**config.mk**
```make
export PLATFORM = sky130hd
export DESIGN_NAME = data_mem_responder
export DESIGN_NICKNAME = d
export VERILOG_FILES = /design/src/rtl/data_mem_responder.sv
export SDC_FILE = /design/constraint.sdc
export NUM_CORES = 2
export LEC_CHECK = 0
export BUFFER_PORTS_ARGS = -buffer_cell sky130_fd_sc_hd__buf_2
export CAP_MARGIN = 10
export CORE_ASPECT_RATIO = 0.9
export CORE_MARGIN = 5
export CORE_UTILIZATION = 60
export DETAILED_ROUTE_END_ITERATION = 16
export PLACE_DENSITY_LB_ADDON = 0.25
export RECOVER_POWER = 100
export SLEW_MARGIN = 0
export SYNTH_ARGS = -nofsm -noshare
export SYNTH_HDL_FRONTEND = slang
export SYNTH_SLANG_ARGS = --single-unit
export TNS_END_PERCENT = 10
```
**constraint.sdc**
```tcl
create_clock -name clk -period 5 [get_ports clk]
set_clock_uncertainty 0.1 [all_clocks]
set_input_delay 0.25 -clock clk [delete_from_list [all_inputs] [get_ports clk]]
set_output_delay 0.25 -clock clk [all_outputs]
set_load 0.01 [all_outputs]
```
**src/rtl/data_mem_responder.sv**
```systemverilog
// data_mem_responder: word-addressed data memory slave with a valid/ready
// request channel, WAIT_CYCLES programmable wait states and a valid/ready
// response channel.
// Optional feature macro: DMEM_ERR_CHECK_EN enables misaligned and
// out-of-range fault detection; when it is undefined, addresses wrap modulo
// DEPTH_WORDS and rsp_error is always 0.
module data_mem_responder #(
  parameter int unsigned DEPTH_WORDS = 64,
  parameter int unsigned WAIT_CYCLES = 2
) (
  input  logic        clk,
  input  logic        rst_n,
  input  logic        req_valid,
  input  logic        req_write,
  input  logic [31:0] req_addr,
  input  logic [31:0] req_wdata,
  output logic        req_ready,
  output logic        rsp_valid,
  input  logic        rsp_ready,
  output logic [31:0] rsp_rdata,
  output logic        rsp_error
);

  localparam int unsigned IDX_W   = $clog2(DEPTH_WORDS);
  localparam int unsigned CNT_W   = 4;
  localparam int unsigned LIMIT_B = DEPTH_WORDS * 4;

  typedef enum logic [1:0] {
    IDLE = 2'd0,
    WAIT = 2'd1,
    RESP = 2'd2
  } state_t;

  state_t             state_q, state_d;
  logic [CNT_W-1:0]   cnt_q, cnt_d;
  logic               write_q, write_d;
  logic [31:0]        addr_q, addr_d;
  logic [31:0]        wdata_q, wdata_d;
  logic               req_ready_q, req_ready_d;
  logic               rsp_valid_q, rsp_valid_d;
  logic [31:0]        rsp_rdata_q, rsp_rdata_d;
  logic               rsp_error_q, rsp_error_d;
  logic               mem_we_c;
  logic               fault_c;
  logic [IDX_W-1:0]   idx_c;

  logic [31:0] mem [DEPTH_WORDS];

  assign idx_c = addr_q[IDX_W+1:2];

`ifdef DMEM_ERR_CHECK_EN
  // Fault on misaligned or beyond-array addresses.
  assign fault_c = (addr_q[1:0] != 2'b00) || (addr_q >= 32'(LIMIT_B));
`else
  // No fault detection; the byte offset and high address bits are dropped.
  logic unused_addr_bits;
  assign fault_c          = 1'b0;
  assign unused_addr_bits = ^{addr_q[1:0], addr_q[31:IDX_W+2]};
`endif

  // State and registered outputs.
  always_ff @(posedge clk or negedge rst_n) begin
    if (!rst_n) begin
      state_q     <= IDLE;
      cnt_q       <= '0;
      write_q     <= 1'b0;
      addr_q      <= '0;
      wdata_q     <= '0;
      req_ready_q <= 1'b1;
      rsp_valid_q <= 1'b0;
      rsp_rdata_q <= '0;
      rsp_error_q <= 1'b0;
    end else begin
      state_q     <= state_d;
      cnt_q       <= cnt_d;
      write_q     <= write_d;
      addr_q      <= addr_d;
      wdata_q     <= wdata_d;
      req_ready_q <= req_ready_d;
      rsp_valid_q <= rsp_valid_d;
      rsp_rdata_q <= rsp_rdata_d;
      rsp_error_q <= rsp_error_d;
    end
  end

  // Next-state and next-output logic for the IDLE/WAIT/RESP transaction.
  always_comb begin
    state_d     = state_q;
    cnt_d       = cnt_q;
    write_d     = write_q;
    addr_d      = addr_q;
    wdata_d     = wdata_q;
    req_ready_d = req_ready_q;
    rsp_valid_d = rsp_valid_q;
    rsp_rdata_d = rsp_rdata_q;
    rsp_error_d = rsp_error_q;
    mem_we_c    = 1'b0;
    case (state_q)
      IDLE: begin
        req_ready_d = 1'b1;
        if (req_valid && req_ready_q) begin
          write_d     = req_write;
          addr_d      = req_addr;
          wdata_d     = req_wdata;
          cnt_d       = CNT_W'(WAIT_CYCLES);
          req_ready_d = 1'b0;
          state_d     = WAIT;
        end
      end
      WAIT: begin
        if (cnt_q != '0) begin
          cnt_d = cnt_q - CNT_W'(1);
        end else begin
          state_d     = RESP;
          rsp_valid_d = 1'b1;
          if (fault_c) begin
            rsp_error_d = 1'b1;
            rsp_rdata_d = '0;
          end else if (write_q) begin
            mem_we_c    = 1'b1;
            rsp_rdata_d = '0;
          end else begin
            rsp_rdata_d = mem[idx_c];
          end
        end
      end
      RESP: begin
        if (rsp_ready) begin
          state_d     = IDLE;
          rsp_valid_d = 1'b0;
          rsp_rdata_d = '0;
          rsp_error_d = 1'b0;
          req_ready_d = 1'b1;
        end
      end
      default: begin
        state_d = IDLE;
      end
    endcase
  end

  // Storage array write port; contents survive reset.
  always_ff @(posedge clk) begin
    if (mem_we_c) begin
      mem[idx_c] <= wdata_q;
    end
  end

  assign req_ready = req_ready_q;
  assign rsp_valid = rsp_valid_q;
  assign rsp_rdata = rsp_rdata_q;
  assign rsp_error = rsp_error_q;

endmodule

```
======== Yosys cells after proc, flatten, opt, wreduce, memory -nomap -nowiden ========
Memory sizes are Yosys's and may differ from the RTL's.
Cells that the tools add are included.
word-level totals
  register bits ........................... 81
  RAM bits ................................ 2,048
  bits of input ports ..................... 69
  logic and storage cells ................. 49
  memories ................................ 1
operators by class
  add/subtract/negate cells ............... 1
  equality and inequality tests ........... 6
  mux-type cells .......................... 22
  reductions and logical operators ........ 11
memories
  name  words  bits a word  rd ports  clocked after memory_dff  wr ports  RTL line  text
  mem   64     32           1         0                         1         47        logic [31:0] mem [DEPTH_WORDS];
operators by type and width
  operator                                                             number
  32-bit 2-to-1 mux                                                    3
  32-bit case mux with 2 select lines                                  1
  1-bit 2-to-1 mux                                                     9
  3-bit AND reduction                                                  3
  4-bit 2-to-1 mux                                                     2
  2-bit inequality test (second input constant)                        4
  4-bit case mux with 2 select lines                                   1
  2-bit 2-to-1 mux                                                     3
  2-bit case mux with 3 select lines                                   1
  2-bit nonzero test                                                   3
  1-bit case mux with 2 select lines                                   2
  2-bit AND reduction                                                  2
  4-bit nonzero test                                                   1
  4-bit by 1-bit subtractor with 4-bit output (second input constant)  1
  2-bit by 1-bit == test with 1-bit output (second input constant)     1
  2-bit == test (second input constant)                                1
  2-bit zero test                                                      1
  1-bit logical AND                                                    1

======== Longest topological paths before layout ========
  depth in word-level cells ............... 5
  gate-level depth with buffers ........... 11

======== Worst setup path after synthesis ========
No wires, ideal clock.
  path type ............................... flip-flop to flip-flop
  start ................................... reg addr_q[4]
  end ..................................... mem mem[61][0], enable pin
  arrival time ............................ 3.093 ns
  data required time ...................... 4.479 ns
  path slack .............................. 1.385 ns
  stages on the path, launching flop included .. 9
  buffers on the path ..................... 6
  cell sequence ........................... dfrtp_1 -> buf_2 -> buf_4 -> buf_2 -> buf_4 -> buf_2 -> buf_2 -> nand4_1 -> nor2_1
RTL lines
  item                      RTL line  text
  start: declaration        37        logic [31:0] addr_q, addr_d;
  start signal: assignment  77        addr_q <= addr_d;
  end: declaration          47
No word-level cell before the write port.

======== Worst setup path after layout ========
  start ................................... reg addr_q[2]
  end ..................................... mem mem[47][24], enable pin
No word-level cell before the write port.

==> impl_metrics.json <==
{
  "period_share_pct": 91.3,
  "grt_pass1_wl_mm": 306,
  "setup_violations": 0,
  "hold_violations": 0,
  "dieArea_um2": 142000,
  "drcViolationCount": 0,
  "yosysUniqueCellTypes": 60,
  "regToRegSetupSlack_ns": 0.43,
  "rows": 127,
  "final_common_cell": "edfxtp_1",
  "ys.flop_type": "edfxtp_1",
  "tightest_slew_ns": 3.65,
  "vdd_drop_max_uv": 930,
  "fmaxAchievable_mhz": 219,
  "dp_hpwl_mm": 121,
  "grt_max_degree": 77,
  "drv_slew": 2253,
  "grt_pass1_vias": 43500,
  "area_growth_pct": 12.3,
  "synth_seq_area_share_pct": 78.5,
  "die_w_um": 397,
  "fin_ws_ns": 0.433,
  "crit_type": "reg2reg",
  "layout_common_cells": "edfxtp_1, mux2i_1, o22ai_1, a22oi_1, clkbuf_16",
  "start_kind": "register",
  "port_buffers": 76,
  "clk_latency_ns": 0.84,
  "routed_wl_mm": 212,
  "clock_sinks": 2127,
  "power_density_nw_per_um2": 595,
  "crit_end": "mem[47][24]$_DFFE_PP_",
  "viasPerCell": 6.88,
  "total_power_uw": 54000,
  "syn_nets": 4331,
  "wire_per_inst_um": 32.7,
  "fill_cells": 8398,
  "leakagePower_uw": 0.0289,
  "fin_tns_setup_ns": 0,
  "timing.hold.ws_ns": 0.0716,
  "reg2reg_depth": 5,
  "core_area_um2": 134000,
  "antenna_left": 0,
  "startpoint": "addr_q[2]$_DFFE_PN0P_",
  "nNetsFinal": 4580,
  "clk_pin_slew_worst_paths_ns": 0.06,
  "grt_antenna_before_repair": 7,
  "cap_viol_max_count": 40,
  "die_h_um": 358,
  "cts_tree": "yes",
  "outcome": "finished with violations",
  "relSlewSlack_pct": -143,
  "io-pin-count": 104,
  "ys_ff_latch": 2127,
  "cp_max_fo": 44,
  "synth_edf_count": 2048,
  "hold_class": "in2reg",
  "dr_total_vias": 44500,
  "gp_congestion": 0.883,
  "violations": "capacitance limit, slew limit",
  "grt_usage_pct": 29.9,
  "htreeDepth": 4,
  "dr.pass1.iters": 6,
  "endpoint_kind": "register",
  "syn_area_per_cell_um2": 19.0,
  "first_iter_violations": 6308,
  "grt_setup_unrepaired": "no",
  "synth-async-reset-ratio_pct": 3.71,
  "grt_overflow": 0,
  "synth_area_um2": 80900,
  "crit_required_ns": 5.37,
  "crit_arrival_ns": 4.93,
  "min_period_ns": 4.57,
  "start_util_pct": 60.5,
  "worstReg2RegEnd": "mem[47][24]$_DFFE_PP_",
  "ys_warn_count": 0,
  "dp_slack_ns": 0.862,
  "drive_above_1_share_pct": 15.9,
  "clk_path_buf_depth": 3,
  "numCtsBuffers": 200,
  "postSynthCellCount": 4260,
  "r2r_start": "addr_q[2]$_DFFE_PN0P_",
  "cts-root-buf": "clkbuf_16"
}
[critical path: stages (launching register included)]
cell and delay (ns):
dfrtp_4 1.05, and2_4 0.79, nand4_1 0.26, clkbuf_1 0.32
nor2_1 1.11, clkbuf_2 0.51
[cell families after synthesis]
logic type | count (synthesis) | synth area share [%]
compound gates | 995 | 9.07
xor+xnor | 2 | 0.0217
fa+ha+maj | 2 | 0.0309
other cells | 1 | 0.00464
mux | 554 | 8.93
buf+inv | 301 | 1.76
simple gates | 278 | 1.69
flops | 2127 | 78.5
[Yosys cell counts, types with 11 or more instances]
cell type	number	area share [%]
mux2i_1	383	4.7
a22oi_1	246	2.3
a221oi_1	134	1.5
o21ai_0	74	0.46
nor4bb_1	28	0.35
o22ai_1	246	1.9
a2111oi_2	17	0.32
buf_2	107	0.66
a221o_1	57	0.71
mux4_2	130	3.6
o22a_1	28	0.30
a2111oi_0	11	0.12
clkbuf_1	135	0.63
o21ai_1	31	0.19
edfxtp_1	2048	76
dfrtp_1	78	2.4
o211ai_1	28	0.26
a22o_1	30	0.32
o21a_1	28	0.26
nand2_1	80	0.37
buf_6	14	0.19
mux2_2	41	0.57
buf_1	23	0.11
nor2_1	123	0.57
a21oi_1	44	0.27
buf_4	15	0.14
[sequential cells by signal, indices dropped and copies added, names as in the netlist]
signal,count
rsp_valid,1
addr_q,6
write_q,1
wdata_q,32
req_ready,1
mem,2048
cnt_q,4
rsp_rdata,32
state_q,2
[through the flow]
step,cell area [um2],util [%],instances
after floorplan,80900,-,4260
after global placement,84800,63.5,6067
after detailed placement,84800,63.5,6067
after CTS,91500,68.5,6474
after global routing,90800,68.0,6477
final,90800,68.0,6478
[metal layers]
layer  share of wire (%)  GRT usage [%]
met5               0.016              0
met4                 4.4           11.9
met3                  13           6.64
met2                  44           44.3
met1                  38           44.3
[worst min path at each step]
stage	startpoint	end	slack, ns	cells after the start
floorplan	rst_n	addr_q[2]$_DFFE_PN0P_	-0.15	0
global placement	rst_n	wdata_q[22]$_DFFE_PN0P_	0.25	1
detailed placement	rst_n	wdata_q[14]$_DFFE_PN0P_	0.25	1
CTS	rsp_ready	state_q[1]$_DFFE_PN0P_	0.03	3
global route	rsp_ready	state_q[1]$_DFFE_PN0P_	0.09	3
finish	rsp_ready	state_q[1]$_DFFE_PN0P_	0.07	3
[where the power goes]
group          total (uW)  switching (uW)  internal (uW)  leakage (uW)
logic               14500            9420           5050       0.00640
registers           24900            2110          22800        0.0194
clock network       14700            6360           8310       0.00309
total               54000           17900          36200        0.0289
[layout make-up]
type / count / area [um2] / area share (%)
Antenna cell: 1 / 2.50 / 0.00276
Clock buffer: 258 / 5400 / 5.94
Clock inverter: 106 / 901 / 0.992
Inverter: 7 / 31.3 / 0.0344
Multi-Input combinational cell: 1832 / 16200 / 17.9
Sequential cell: 2127 / 63500 / 69.9
Tap cell: 1806 / 2260 / 2.49
Timing Repair Buffer: 341 / 2490 / 2.75
[repair_timing]
action / CTS / global route
gates resized for setup: 0 / 0
hold buffers: 43 / 0
hold endpoints to repair: 96 / 0
buffers inserted: 0 / 0
Power figures use the tool's default switching activity.
